### src/rtl/serial_frame_deserializer_if.sv
// serial_frame_deserializer_if
//
// Purpose: bundles the serial input, the parallel valid/ready output and the
// status pulses of serial_frame_deserializer into one interface. Clock and
// reset are not part of this bundle; they stay plain ports on the module.
//
// Signals:
//   s_in        serial stream into the deserializer
//   data_out    assembled word, bit 0 is the first data bit received
//   data_valid  data_out holds a word that has not been consumed
//   data_ready  consumer takes the word when data_valid && data_ready
//   frame_err   one-cycle pulse, wrong stop bit
//   overrun     one-cycle pulse, good frame dropped because buffer was full
//   parity_err  one-cycle pulse, parity mismatch (0 when parity is not built)
//   busy        deserializer is inside a frame
//
// Modports:
//   master  the deserializer side (produces the parallel word)
//   slave   the environment side (drives the serial line and data_ready)

interface serial_frame_deserializer_if #(
  parameter int WIDTH = 4
);

  logic             s_in;
  logic [WIDTH-1:0] data_out;
  logic             data_valid;
  logic             data_ready;
  logic             frame_err;
  logic             overrun;
  logic             parity_err;
  logic             busy;

  modport master (
    input  s_in,
    input  data_ready,
    output data_out,
    output data_valid,
    output frame_err,
    output overrun,
    output parity_err,
    output busy
  );

  modport slave (
    output s_in,
    output data_ready,
    input  data_out,
    input  data_valid,
    input  frame_err,
    input  overrun,
    input  parity_err,
    input  busy
  );

endinterface

### src/rtl/serial_frame_deserializer.sv
// serial_frame_deserializer
//
// Purpose: watches a serial bit stream (one bit per clk) for framed words,
// assembles WIDTH data bits LSB first into a parallel word, and holds that
// word in a single-entry buffer offered to the consumer with valid/ready.
// Wrong stop bits, parity mismatches and dropped words are reported as
// one-cycle pulses.
//
// Frame: start (~STOP_LEVEL), WIDTH data bits LSB first, optional even
// parity bit, stop (STOP_LEVEL). The idle line sits at STOP_LEVEL.
//
// Optional feature macro: DESER_PARITY_CHECK_EN
//   defined   -> a PARITY state captures an even-parity bit after the data;
//                a mismatch pulses parity_err and drops the word.
//   undefined -> no PARITY state, parity_err is tied to 0.
//
// Ports:
//   clk    rising-edge clock, one serial bit per cycle
//   clear  synchronous active-high reset, priority over everything
//   bus    serial_frame_deserializer_if.master (s_in, data_out, data_valid,
//          data_ready, frame_err, overrun, parity_err, busy)
//
// Parameters:
//   WIDTH       data bits per frame, 2..16
//   STOP_LEVEL  required stop bit value and idle line level

module serial_frame_deserializer #(
  parameter int   WIDTH      = 4,
  parameter logic STOP_LEVEL = 1'b0
) (
  input  logic                           clk,
  input  logic                           clear,
  serial_frame_deserializer_if.master    bus
);

  localparam int CNT_W = (WIDTH > 1) ? $clog2(WIDTH) : 1;
  localparam logic [CNT_W-1:0] LAST_BIT = CNT_W'(WIDTH - 1);

`ifdef DESER_PARITY_CHECK_EN
  typedef enum logic [1:0] {
    IDLE   = 2'd0,
    DATA   = 2'd1,
    PARITY = 2'd2,
    STOP   = 2'd3
  } state_t;
`else
  typedef enum logic [1:0] {
    IDLE   = 2'd0,
    DATA   = 2'd1,
    STOP   = 2'd3
  } state_t;
`endif

  state_t           state_q,     state_d;
  logic [CNT_W-1:0] bitCnt_q,    bitCnt_d;
  logic [WIDTH-1:0] shift_q,     shift_d;
  logic [WIDTH-1:0] dataOut_q,   dataOut_d;
  logic             dataValid_q, dataValid_d;
  logic             frameErr_q,  frameErr_d;
  logic             overrun_q,   overrun_d;
  logic             parityErr_q, parityErr_d;
`ifdef DESER_PARITY_CHECK_EN
  logic             parityBit_q, parityBit_d;
`endif

  logic stopOk;
  logic parityOk;
  logic canLoad;

  // Frame quality checks, only meaningful while in STOP. Even parity means
  // the XOR of all data bits and the parity bit is zero.
  assign stopOk = (bus.s_in == STOP_LEVEL);
`ifdef DESER_PARITY_CHECK_EN
  assign parityOk = ~(^shift_q ^ parityBit_q);
`else
  assign parityOk = 1'b1;
`endif

  // The single buffer slot is free if it is empty or is being handed to the
  // consumer on this very edge.
  assign canLoad = ~dataValid_q | bus.data_ready;

  // Next-state logic for the frame FSM, the output buffer and the status
  // pulses. Pulses default to 0 each cycle so they can never stretch.
  // data_valid defaults to "consumed if ready"; a load in STOP overrides it.
  always_comb begin
    state_d     = state_q;
    bitCnt_d    = bitCnt_q;
    shift_d     = shift_q;
    dataOut_d   = dataOut_q;
    dataValid_d = dataValid_q & ~bus.data_ready;
    frameErr_d  = 1'b0;
    overrun_d   = 1'b0;
    parityErr_d = 1'b0;
`ifdef DESER_PARITY_CHECK_EN
    parityBit_d = parityBit_q;
`endif

    case (state_q)
      IDLE: begin
        if (bus.s_in == ~STOP_LEVEL) begin
          state_d  = DATA;
          bitCnt_d = '0;
        end
      end

      DATA: begin
        shift_d[bitCnt_q] = bus.s_in;
        bitCnt_d          = bitCnt_q + 1'b1;
        if (bitCnt_q == LAST_BIT) begin
          bitCnt_d = '0;
`ifdef DESER_PARITY_CHECK_EN
          state_d  = PARITY;
`else
          state_d  = STOP;
`endif
        end
      end

`ifdef DESER_PARITY_CHECK_EN
      PARITY: begin
        parityBit_d = bus.s_in;
        state_d     = STOP;
      end
`endif

      // Always back to IDLE so a start bit on the very next cycle is caught.
      // Errors may pulse together; only a clean frame reaches the buffer.
      STOP: begin
        state_d     = IDLE;
        frameErr_d  = ~stopOk;
        parityErr_d = ~parityOk;
        if (stopOk && parityOk) begin
          if (canLoad) begin
            dataOut_d   = shift_q;
            dataValid_d = 1'b1;
          end else begin
            overrun_d = 1'b1;
          end
        end
      end

      default: begin
        state_d = IDLE;
      end
    endcase
  end

  // State and output registers. clear wins over any frame in flight and
  // discards a word still waiting in the buffer.
  always_ff @(posedge clk) begin
    if (clear) begin
      state_q     <= IDLE;
      bitCnt_q    <= '0;
      shift_q     <= '0;
      dataOut_q   <= '0;
      dataValid_q <= 1'b0;
      frameErr_q  <= 1'b0;
      overrun_q   <= 1'b0;
      parityErr_q <= 1'b0;
`ifdef DESER_PARITY_CHECK_EN
      parityBit_q <= 1'b0;
`endif
    end else begin
      state_q     <= state_d;
      bitCnt_q    <= bitCnt_d;
      shift_q     <= shift_d;
      dataOut_q   <= dataOut_d;
      dataValid_q <= dataValid_d;
      frameErr_q  <= frameErr_d;
      overrun_q   <= overrun_d;
      parityErr_q <= parityErr_d;
`ifdef DESER_PARITY_CHECK_EN
      parityBit_q <= parityBit_d;
`endif
    end
  end

  assign bus.data_out   = dataOut_q;
  assign bus.data_valid = dataValid_q;
  assign bus.frame_err  = frameErr_q;
  assign bus.overrun    = overrun_q;
`ifdef DESER_PARITY_CHECK_EN
  assign bus.parity_err = parityErr_q;
`else
  assign bus.parity_err = 1'b0;
`endif
  assign bus.busy       = (state_q != IDLE);

endmodule

### src/flat_wrapper.sv
// flat-port wrapper written by rule: the top's interface ports become plain ports
module serial_frame_deserializer_flat 
#(
  parameter int   WIDTH      = 4,
  parameter logic STOP_LEVEL = 1'b0
)
  (clk, clear, bus_s_in, bus_data_ready, bus_data_out, bus_data_valid, bus_frame_err, bus_overrun, bus_parity_err, bus_busy);
  serial_frame_deserializer_if #(.WIDTH(WIDTH)) bus_i ();
  input  logic clk;
  input  logic clear;
  input wire logic [$bits(bus_i.s_in)-1:0] bus_s_in;
  input wire logic [$bits(bus_i.data_ready)-1:0] bus_data_ready;
  output wire logic [$bits(bus_i.data_out)-1:0] bus_data_out;
  output wire logic [$bits(bus_i.data_valid)-1:0] bus_data_valid;
  output wire logic [$bits(bus_i.frame_err)-1:0] bus_frame_err;
  output wire logic [$bits(bus_i.overrun)-1:0] bus_overrun;
  output wire logic [$bits(bus_i.parity_err)-1:0] bus_parity_err;
  output wire logic [$bits(bus_i.busy)-1:0] bus_busy;
  assign bus_i.s_in = bus_s_in;
  assign bus_i.data_ready = bus_data_ready;
  assign bus_data_out = bus_i.data_out;
  assign bus_data_valid = bus_i.data_valid;
  assign bus_frame_err = bus_i.frame_err;
  assign bus_overrun = bus_i.overrun;
  assign bus_parity_err = bus_i.parity_err;
  assign bus_busy = bus_i.busy;
  serial_frame_deserializer #(.WIDTH(WIDTH), .STOP_LEVEL(STOP_LEVEL)) u_core (.clk(clk), .clear(clear), .bus(bus_i));
endmodule
### config.mk
export PLATFORM = sky130hd
export DESIGN_NAME = serial_frame_deserializer_flat
export DESIGN_NICKNAME = d
export VERILOG_FILES = /design/src/rtl/serial_frame_deserializer_if.sv /design/src/rtl/serial_frame_deserializer.sv /design/src/flat_wrapper.sv
export SDC_FILE = /design/constraint.sdc
export NUM_CORES = 1
export LEC_CHECK = 0
export CORE_AREA = 2 2 45 47
export DETAILED_ROUTE_END_ITERATION = 16
export DIE_AREA = 0 0 47 49
export SLEW_MARGIN = 20
export SYNTH_ARGS = -nofsm -noshare
export SYNTH_HDL_FRONTEND = slang
export SYNTH_SLANG_ARGS = --single-unit
export TNS_END_PERCENT = 5
### constraint.sdc
create_clock -name clk -period 1 [get_ports clk]
set_input_delay 0.2 -clock clk [delete_from_list [all_inputs] [get_ports clk]]
set_output_delay 0.2 -clock clk [all_outputs]
set_load 0.1 [all_outputs]
==> results.toml <==
[status]
status = "complete, but fails checks"
violations = "negative setup slack"

[final_layout]
n_fill_cell = 175
antenna_cells = 0
drive_gt1_share_pct = 48.3
final_cell_mix = "buf_4 (10), nor2_1 (9), mux2i_1 (8), nand2b_1 (8), buf_12 (8)"
final_common_cell = "buf_4"
utilization_pct = 56.9
instances_no_fill = 116
area_growth_pct = 54.3
nets = 98

[global_routing]
grt_usage_pct = 12.9
antenna_found_initial = 0
grt_pass1_wl_mm = 2.10
grt_overflow = 0
grt_max_degree = 13
grt_pass1_vias = 494

[cts]
cts_tree = "done"
clk_path_buf_depth = 2
cts.sinks = 15
clock_latency_ps = 280
cts_hold_buf = 0
cts-root-buf = "clkbuf_4"
h-tree-depth = 1
clk_pin_slew_worst_paths_ps = 90
cts_made_buffers = 3

[worst_setup_path]
required_ps = 800
crit_path_top_delay_cell = "dfxtp_4"
cp_slowest_stage_delay_ps = 350
end_kind = "output pin"
path_delay_family = "flip-flops"
r2r_slack_ps = -100
r2r_end = "u_core.shift_q[3]"
cp_num_cells = 2
path_cells = "or2_4 -> buf_12"
cp-start-kind = "flip-flop"
timing.critical_path.buf_inv = 1
startpoint = "u_core.state_q[0]"
reg2reg_from = "u_core.state_q[0]"
worstSetupEndpoint = "bus_busy"
worstSetupPathType = "flip-flop to output pin"
cp_max_fo = 2
reg2reg_depth = 5
worstPathArrival_ps = 1040

[sta]
tns_ps = -679
max_freq_mhz = 803
fin_ws_ps = -245
rsz0062_at_grt = "yes"
min_period_ps = 1240
fin_worst_skew_ps = 3.63
setup_violations = 16
finalCritPeriodShare_pct = 124
slew_viol_final = 0
hold_viol_final = 0

[pwr]
switching_share_pct = 25.8
power_density_nw_per_um2 = 1070
seq_power_share_pct = 54.5
p_switching_mw = 0.289
power_frac_comb_pct = 14.5
p_leak_nw = 0.455
ir_drop_uv = 645
internal-power_mw = 0.830
p_total_mw = 1.12
power.share.clock_pct = 31.1

[logic_synthesis]
netlist_area_um2 = 679
syn_nets = 75
synth.yosys.seq_area_share_pct = 44.2
synth_cells = 67
ys_warn_count = 0
ys_types = 20
avgSynthCellArea_um2 = 10.1
ys_ff_latch = 15

[placed_design]
gp_congestion = 0.703
placed_cells = 110
place_hpwl_um = 868
io_buffers = 11
place_ws_ps = -383

[drt]
drt_iter0_markers = 2
num_vias = 508
drt-vias-per-instance = 4.38
wl_per_cell_um = 10.2
drt-total-wl_mm = 1.19
drcViolationCount = 0
ant_nets = 0
drt-pass1-iter-count = 2

[floorplan]
die-area_um2 = 2300
core_um2 = 1840
die_y_um = 49
chipWidth_um = 47
fp-row-count = 16
start_util_pct = 36.9
io_pins = 13

[min_path]
hp-class = "flip-flop to flip-flop"

[run]
maxCapViolCount = 0
[power by group through the flow]
stage / logic (mW) / clock network (mW) / registers (mW)
after detailed placement: 0.148 / 0 / 0.630
final: 0.162 / 0.348 / 0.610
after global routing: 0.175 / 0.393 / 0.612
after CTS: 0.159 / 0.361 / 0.611
after global placement: 0.147 / 0 / 0.630
after floorplan: 0.100 / 0 / 0.625
[per-stage QoR]
| stage | hold slack [ps] | instance area (µm²) |
|---|---|---|
| after detailed placement | 467 | 966 |
| after floorplan | 344 | 699 |
| final | 473 | 1050 |
| after global placement | 465 | 966 |
| after global routing | 517 | 1050 |
| after CTS | 480 | 1030 |
[how the worst min path moves through the flow]
stage / start / to / slack [ps] / cells after the start
3_5_place_dp: u_core.shift_q[1] / u_core.bus.data_out[1] / 470 / 2
5_1_grt: u_core.shift_q[3] / u_core.bus.data_out[3] / 520 / 2
4_1_cts: u_core.shift_q[1] / u_core.bus.data_out[1] / 480 / 2
3_3_place_gp: u_core.shift_q[0] / u_core.bus.data_out[0] / 460 / 2
2_1_floorplan: bus_s_in / u_core.shift_q[0] / 340 / 2
6_report: u_core.shift_q[1] / u_core.bus.data_out[1] / 470 / 2
[Yosys cell counts]
| library cell | n | area share [%] |
|---|---|---|
| dfxtp_1 | 15 | 44 |
| o21bai_1 | 1 | 1.1 |
| a21oi_1 | 1 | 0.74 |
| nor2b_2 | 1 | 1.3 |
| buf_4 | 1 | 1.1 |
| nand2b_1 | 9 | 8.3 |
| nand3b_1 | 4 | 4.4 |
| buf_2 | 2 | 1.5 |
| clkbuf_1 | 1 | 0.55 |
| nor2_1 | 9 | 5.0 |
| nor3_1 | 1 | 0.74 |
| or2_2 | 1 | 0.92 |
| inv_1 | 3 | 1.7 |
| a32oi_1 | 2 | 2.6 |
| and4b_2 | 1 | 1.7 |
| ha_1 | 4 | 7.4 |
| nand3b_4 | 1 | 2.9 |
| conb_1 | 1 | 0.55 |
| mux2i_1 | 8 | 12 |
| buf_6 | 1 | 1.7 |
[per-layer routing]
metal | track usage, % | share of wire (%) | wire [µm]
met1 | 16.4 | 45 | 532
met2 | 19.9 | 51 | 601
met3 | 2.59 | 3.2 | 38
met4 | 6.94 | 1.2 | 14
met5 | 0 | 0 | 0
[area by class of cell]
class                      count  area [µm²]  area share, %
inverter                       3        11.3           1.07
sequential                    15         324           30.9
clock buffer                   4        26.3           2.51
multi-input combinational     44         367           35.0
timing repair buffer          23         287           27.3
tap                           27        33.8           3.22
[cells by family after synthesis]
| group | after synthesis | share of synthesized area [%] |
|---|---|---|
| compound gates | 4 | 4.42 |
| simple gates | 27 | 25.2 |
| buf+inv | 8 | 6.45 |
| other cells | 1 | 0.552 |
| flops | 15 | 44.2 |
| fa+ha+maj | 4 | 7.37 |
| mux | 8 | 11.8 |
[registers in the layout, summed over array words and instances, names as in the netlist]
| signal | count |
|---|---|
| u_core.bus.data_out | 4 |
| u_core.shift_q | 4 |
| u_core.bitCnt_q | 2 |
| u_core.state_q | 2 |
| u_core.bus.data_valid | 1 |
| u_core.bus.frame_err | 1 |
| u_core.bus.overrun | 1 |
[worst register-to-register path, delay by kind of cell, from the launching register on]
kind | cells | cell delay (ps)
multiplexers | 1 | 200
flip-flops | 1 | 350
buffers and inverters | 2 | 280
AND/OR/NAND/NOR | 2 | 170
[repair_timing]
| action | CTS | global route |
|---|---|---|
| gates resized for setup | 13 | 4 |
| endpoints found under the setup margin | 19 | 20 |
| pin swaps | 4 | 1 |
| hold endpoints to repair | 0 | 0 |
| setup buffers | 2 | 0 |
Power figures use the tool's default switching activity.
